### config.mk
export PLATFORM = sky130hd
export DESIGN_NAME = shift_ctrl
export DESIGN_NICKNAME = d
export VERILOG_FILES = /design/src/rtl/shift_pkg.sv /design/src/rtl/shift_ctrl.sv
export SDC_FILE = /design/constraint.sdc
export NUM_CORES = 1
export LEC_CHECK = 0
export CORE_MARGIN = 8
export CORE_UTILIZATION = 35
export CTS_CLUSTER_DIAMETER = 30
export DETAILED_ROUTE_END_ITERATION = 16
export PLACE_DENSITY = 0.73
export SETUP_SLACK_MARGIN = 0.3
export SYNTH_ARGS = -nofsm -noshare
export SYNTH_HDL_FRONTEND = slang
export SYNTH_SLANG_ARGS = --single-unit
### constraint.sdc
create_clock -name clk -period 1.3 [get_ports clk]
set_input_delay 0.26 -clock clk [delete_from_list [all_inputs] [get_ports clk]]
set_output_delay 0.26 -clock clk [all_outputs]
set_load 0.02 [all_outputs]
### src/rtl/shift_pkg.sv
// Shared types and constants for the shift controller: state/op enums,
// shift-register command encodings and the word/shift-amount widths.
package shift_pkg;

  localparam int WORD_W  = 32;
  localparam int SHAMT_W = 5;

  typedef enum logic [2:0] {
    S_IDLE  = 3'd0,
    S_LOAD  = 3'd1,
    S_SHIFT = 3'd2,
    S_WAIT  = 3'd3,
    S_DONE  = 3'd4
  } state_e;

  typedef enum logic [1:0] {
    OP_SLL = 2'b00,
    OP_SRL = 2'b01,
    OP_SRA = 2'b10,
    OP_ROR = 2'b11
  } op_e;

  typedef enum logic [2:0] {
    F_NOP  = 3'b000,
    F_LOAD = 3'b001,
    F_SLL  = 3'b010,
    F_SRL  = 3'b011,
    F_SRA  = 3'b100,
    F_ROR  = 3'b101
  } funct_e;

  function automatic funct_e op_to_funct(input op_e op);
    case (op)
      OP_SLL:  return F_SLL;
      OP_SRL:  return F_SRL;
      OP_SRA:  return F_SRA;
      default: return F_ROR;
    endcase
  endfunction

endpackage

### src/rtl/shift_ctrl.sv
// Sequencer that drives an external shift register through LOAD/SHIFT/WAIT.
// Build option SHIFT_STEP_EN: shift one bit per cycle using a down-counter.
import shift_pkg::*;

module shift_ctrl (
  input  logic               clk,
  input  logic               reset,
  input  logic               start,
  input  logic [1:0]         op,
  input  logic [SHAMT_W-1:0] shamt,
  input  logic [WORD_W-1:0]  data_in,
  output logic               ready,
  output logic               done,
  output logic [WORD_W-1:0]  result,
  output funct_e             sh_funct,
  output logic [SHAMT_W-1:0] sh_n,
  output logic [WORD_W-1:0]  sh_array,
  input  logic [WORD_W-1:0]  sh_result,
  output state_e             state_dbg
);

  // Handshake: a request is taken on a rising edge where start=1 and ready=1;
  // start at any other time is dropped, and done pulses once per taken request.

  state_e               state, state_nxt;
  op_e                  op_q;
  logic [SHAMT_W-1:0]   shamt_q;
  logic [WORD_W-1:0]    data_q;
  logic [WORD_W-1:0]    result_q;

  always_ff @(posedge clk) begin
    if (!reset) state <= S_IDLE;
    else        state <= state_nxt;
  end

  always_ff @(posedge clk) begin
    if (!reset) begin
      op_q     <= OP_SLL;
      shamt_q  <= '0;
      data_q   <= '0;
      result_q <= '0;
    end else begin
      if (state == S_IDLE && start) begin
        op_q    <= op_e'(op);
        shamt_q <= shamt;
        data_q  <= data_in;
      end
      if (state == S_WAIT) result_q <= sh_result;
    end
  end

`ifdef SHIFT_STEP_EN
  logic [SHAMT_W-1:0] step_cnt;

  // Counts remaining single-bit steps; SHIFT ends on the step where it reads 1.
  always_ff @(posedge clk) begin
    if (!reset)                                   step_cnt <= '0;
    else if (state == S_LOAD)                     step_cnt <= shamt_q;
    else if (state == S_SHIFT && step_cnt != 5'd1) step_cnt <= step_cnt - 5'd1;
  end
`endif

  always_comb begin
    state_nxt = state;
    sh_funct  = F_NOP;
    sh_n      = '0;
    done      = 1'b0;
    ready     = 1'b0;
    case (state)
      S_IDLE: begin
        ready = 1'b1;
        if (start) state_nxt = S_LOAD;
      end
      S_LOAD: begin
        sh_funct  = F_LOAD;
        state_nxt = (shamt_q != '0) ? S_SHIFT : S_WAIT;
      end
      S_SHIFT: begin
        sh_funct = op_to_funct(op_q);
`ifdef SHIFT_STEP_EN
        sh_n = SHAMT_W'(1);
        if (step_cnt == 5'd1) state_nxt = S_WAIT;
`else
        sh_n      = shamt_q;
        state_nxt = S_WAIT;
`endif
      end
      S_WAIT: state_nxt = S_DONE;
      S_DONE: begin
        done      = 1'b1;
        state_nxt = S_IDLE;
      end
      default: state_nxt = S_IDLE;
    endcase
  end

  assign result    = result_q;
  assign sh_array  = data_q;
  assign state_dbg = state;

endmodule

### Word level (Yosys, flattened, before mapping)

Cells that the tools add are included.

* flip-flop bits (word level): 74
* bits of input ports: 74
* output and inout port bits: 77
* logic and storage cells: 24

* equal/unequal tests: 7
* mux-type cells: 8
* reductions and logical operators: 4

Operator list (number)
* 3-bit one-hot mux with 4 select lines: 1
* 3-bit one-hot mux with 3 select lines: 1
* 3-bit by 2-bit == test with 1-bit output (second input constant): 2
* 3-bit one-hot mux with 2 select lines: 1
* 5-bit two-way mux: 1
* 5-bit nonzero test: 1
* 3-bit by 1-bit == test with 1-bit output (second input constant): 1
* 3-bit == test (second input constant): 1
* 3-bit zero test: 1
* 1-bit two-way mux: 3
* 3-bit two-way mux: 1
* 2-bit by 1-bit == test with 1-bit output (second input constant): 1
* 2-bit == test (second input constant): 1
* 2-bit zero test: 1
* 2-bit inequality test (second input constant): 1
* 1-bit logical AND: 1

### Depth between registers and ports, before layout

* word-level depth: 3
* gate-level depth with buffers: 6
* mapped depth without buffers: 3

### Worst setup path after synthesis

Ideal clock, no wire load.

* kind: reg2out
* start point: register state[2], in the netlist state_dbg[2]
* end point: output done
* data arrival time: 1.285 ns
* required time: 1.040 ns
* path slack: -0.245 ns
* cell stages (with the launch flop): 3
* cells stage by stage: dfxtp_1 > clkbuf_1 > nor3b_1

* longest elaborated chain between the ends: 2

RTL lines
* start, declared: line shift_ctrl.sv:25 `state_e state, state_nxt;`
* start signal, assigned: line shift_ctrl.sv:33 `else state <= state_nxt;`
* 3-bit == test: line shift_ctrl.sv:69 `case (state)`
* 1-bit two-way mux: line shift_ctrl.sv:69
* end, declared: line shift_ctrl.sv:13 `output logic done,`

No other way between the ends.

### Worst setup path in the final report

* start point: register state[0], in the netlist state_dbg[0]
* end point: register data_q[10], in the netlist sh_array[10]

* longest elaborated chain between the ends: 2

RTL lines
* 3-bit zero test: line shift_ctrl.sv:43 `if (state == S_IDLE && start) begin`
* 1-bit logical AND: line shift_ctrl.sv:43
* end signal, assigned: line shift_ctrl.sv:46 `data_q <= data_in;`
* end, declared: line shift_ctrl.sv:28 `logic [WORD_W-1:0] data_q;`

No other way between the ends.
A chain may end at the register's enable or synchronous reset.

==> key figures <==
Run status
  • Status: finished, violations left
  • Failing checks: negative setup slack

Place
  • Final Wtd Congestion: 0.726
  • IO Port Bufs: 150
  • Dpl hpwl: 6320 um
  • Post-placement setup slack: -0.408 ns

Drt
  • DRC viols: 0
  • TritonRoute pass-1 iters: 4
  • Routed Antenna Nets: 0
  • Drt total wl: 10,400 um
  • Routed via count: 3,067
  • Initial DRC Count: 95
  • Drt via density: 4.86
  • Wire per inst: 16.4 um

Timing
  • Final worst slack: -0.208 ns
  • Clock Skews: 0.0108 ns
  • # setup viols final: 81
  • Min Tclk post-route: 1.51 ns
  • RSZ-0062 raised after global routing: true
  • Final Hold Viols: 0
  • Slew @ Worst Pin: 0.340 ns
  • Post-route setup TNS: -11.10 ns
  • Fin. max-slew vios: 0
  • Worst slew margin: 0.773
  • Final worst-path cycle share: 1.16
  • Fmax: 0.663 GHz

Global routing
  • First-pass GRT wire length: 15,400 um
  • All-Layer GR Usage: 0.170
  • Global route overflow: 0
  • Initial antenna violation count: 0
  • Vias in the first global route: 2,986
  • Pin count of the biggest net entering global routing: 86

Power and ir drop
  • Power per standard cell area: 1190 nW/um^2
  • Pwr Total: 6.78 mW
  • Leak pwr: 2.29 nW
  • Peak VDD IR: 0.688 mV

Yosys
  • Mapped Area: 2740 sq um
  • Mapped Nets: 413
  • FF+latch count, synth: 74
  • Register area share after synthesis: 0.540
  • Ys async rst share: 0
  • Cells after Synth: 339
  • Number of synthesized flops with an enable pin: 0
  • Yosys cell types: 23
  • Main flop type after synthesis: dfxtp_1
  • Syn Area/Cell: 8.09 sq um
  • Ys Warns: 0

Clock tree
  • CTS H-tree depth: 3
  • Skew-Pair Late Insertion Delay: 0.33 ns
  • Clock-pin slew on the worst setup and hold paths: 0.07 ns
  • CTS Buffer Depth: 2
  • Cts bufs inserted: 9
  • CTS tree: built
  • CTS root buf: clkbuf_8
  • # clock sinks: 74

Finish
  • Commonest non-fill, non-tap cell in the layout: buf_6
  • Antenna cells: 0
  • Layout cells sized above 1: 0.556
  • Final nets: 598
  • Layout fillers: 524
  • Area grow syn2layout: 107%
  • Most frequent cells in the layout: buf_6, clkdlybuf4s50_1, nand2_1
  • Final Util: 0.742

Run
  • Max_cap viols: 0

Min path
  • Worst hold path type: input pin to register

Worst setup path
  • Setup CP Type: register to register
  • Worst EP arrival: 1.72 ns
  • Worst path required time: 1.51 ns
  • Crit end category: register
  • Nature of the critical path startpoint: register
  • Flop-to-flop setup slack: -0.21 ns
  • Max FO, Critical Path: 8

Floorplanning
  • Core Footprint: 7650 sq um
  • # IOs: 151
  • FP Rows: 32
  • Die span in y: 105 um
  • Die Span X: 105 um
  • Die Area: 10,900 sq um
  • Initial Util: 0.359
[flip-flops by register name, indices dropped and copies added, names as in the netlist]
name,flops
result,32
sh_array,32
state_dbg,3
shamt_q,5
op_q,2
[cells by family after synthesis]
logic type / count (synthesis) / synth area share
AND/OR/NAND/NOR: 161 / 0.264
AO/OA/AOI/OAI: 73 / 0.135
multiplexers: 1 / 0.00365
buffers and inverters: 30 / 0.0579
flip-flops: 74 / 0.540
[layer usage]
| layer | global-route usage | part of all wire | up-vias | wire [um] |
|---|---|---|---|---|
| met2 | 0.295 | 0.50 | 122 | 5140 |
| met1 | 0.182 | 0.39 | 1428 | 4030 |
| met4 | 0.0445 | 0.018 | 0 | 188 |
| met5 | 0 | 0 | - | 0 |
| met3 | 0.0812 | 0.098 | 17 | 1010 |
| li1 | - | - | 1500 | - |
[synth_stat cells (2+ instances only)]
library cell | n | area, sq um
clkbuf_2 | 2 | 10.0
dfxtp_1 | 74 | 1480
nand3b_1 | 2 | 15.0
and2_1 | 6 | 37.5
nor2_1 | 32 | 120
nand2b_1 | 3 | 18.8
clkbuf_1 | 12 | 45.0
nand3_1 | 39 | 195
o21ai_0 | 18 | 90.1
nand2_1 | 70 | 263
nor3_1 | 4 | 20.0
buf_6 | 4 | 45.0
a21oi_1 | 33 | 165
o21ai_1 | 21 | 105
buf_2 | 11 | 55.1
[power breakdown]
group	internal (mW)	switching [mW]
clock	1.24	0.813
sequential	2.51	0.157
combinational	1.13	0.931
total	4.88	1.90
[critical path, stage by stage, from the launching register on]
cell and delay [ns]:
dfxtp_2 0.33, buf_6 0.13, buf_12 0.12, nor4b_4 0.29, buf_6 0.19, buf_12 0.13, buf_16 0.12, o21ai_1 0.08
[through the flow]
stage	cell area, sq um	hold slack [ns]	std cells
2_1_floorplan	2810	0.390	339
3_3_place_gp	4420	0.434	578
3_5_place_dp	4420	0.441	578
4_1_cts	5250	0.315	611
5_1_grt	5680	0.321	631
6_report	5680	0.326	631
[worst paths after layout]
path / endpoint / start / cells past startpoint
hold / removal: state_dbg[2]$_SDFFE_PN0P_ / reset / 3
setup / recovery: sh_array[10]$_SDFFE_PN0P_ / state_dbg[0]$_SDFFE_PN0P_ / 7
setup reg to reg: sh_array[10]$_SDFFE_PN0P_ / state_dbg[0]$_SDFFE_PN0P_ / 7
hold reg to reg: sh_array[17]$_SDFFE_PN0P_ / sh_array[17]$_SDFFE_PN0P_ / 2
[cell type report]
type	count	area [sq um]	area share
timing repair buffer	203	2270	0.400
sequential	74	1570	0.277
multi-input combinational	235	1470	0.258
clock buffer	12	165	0.0291
tap	102	128	0.0225
clock inverter	4	72.6	0.0128
inverter	1	3.75	0.000661
[what timing repair did]
item                                    4_1_cts  5_1_grt
buffers inserted                             12       17
gates cloned                                  5        3
hold buffers                                  0        0
resized for setup                           593       60
pin swaps                                    10       12
endpoints found under the setup margin      149      149
(Power assumes the default switching activity.)
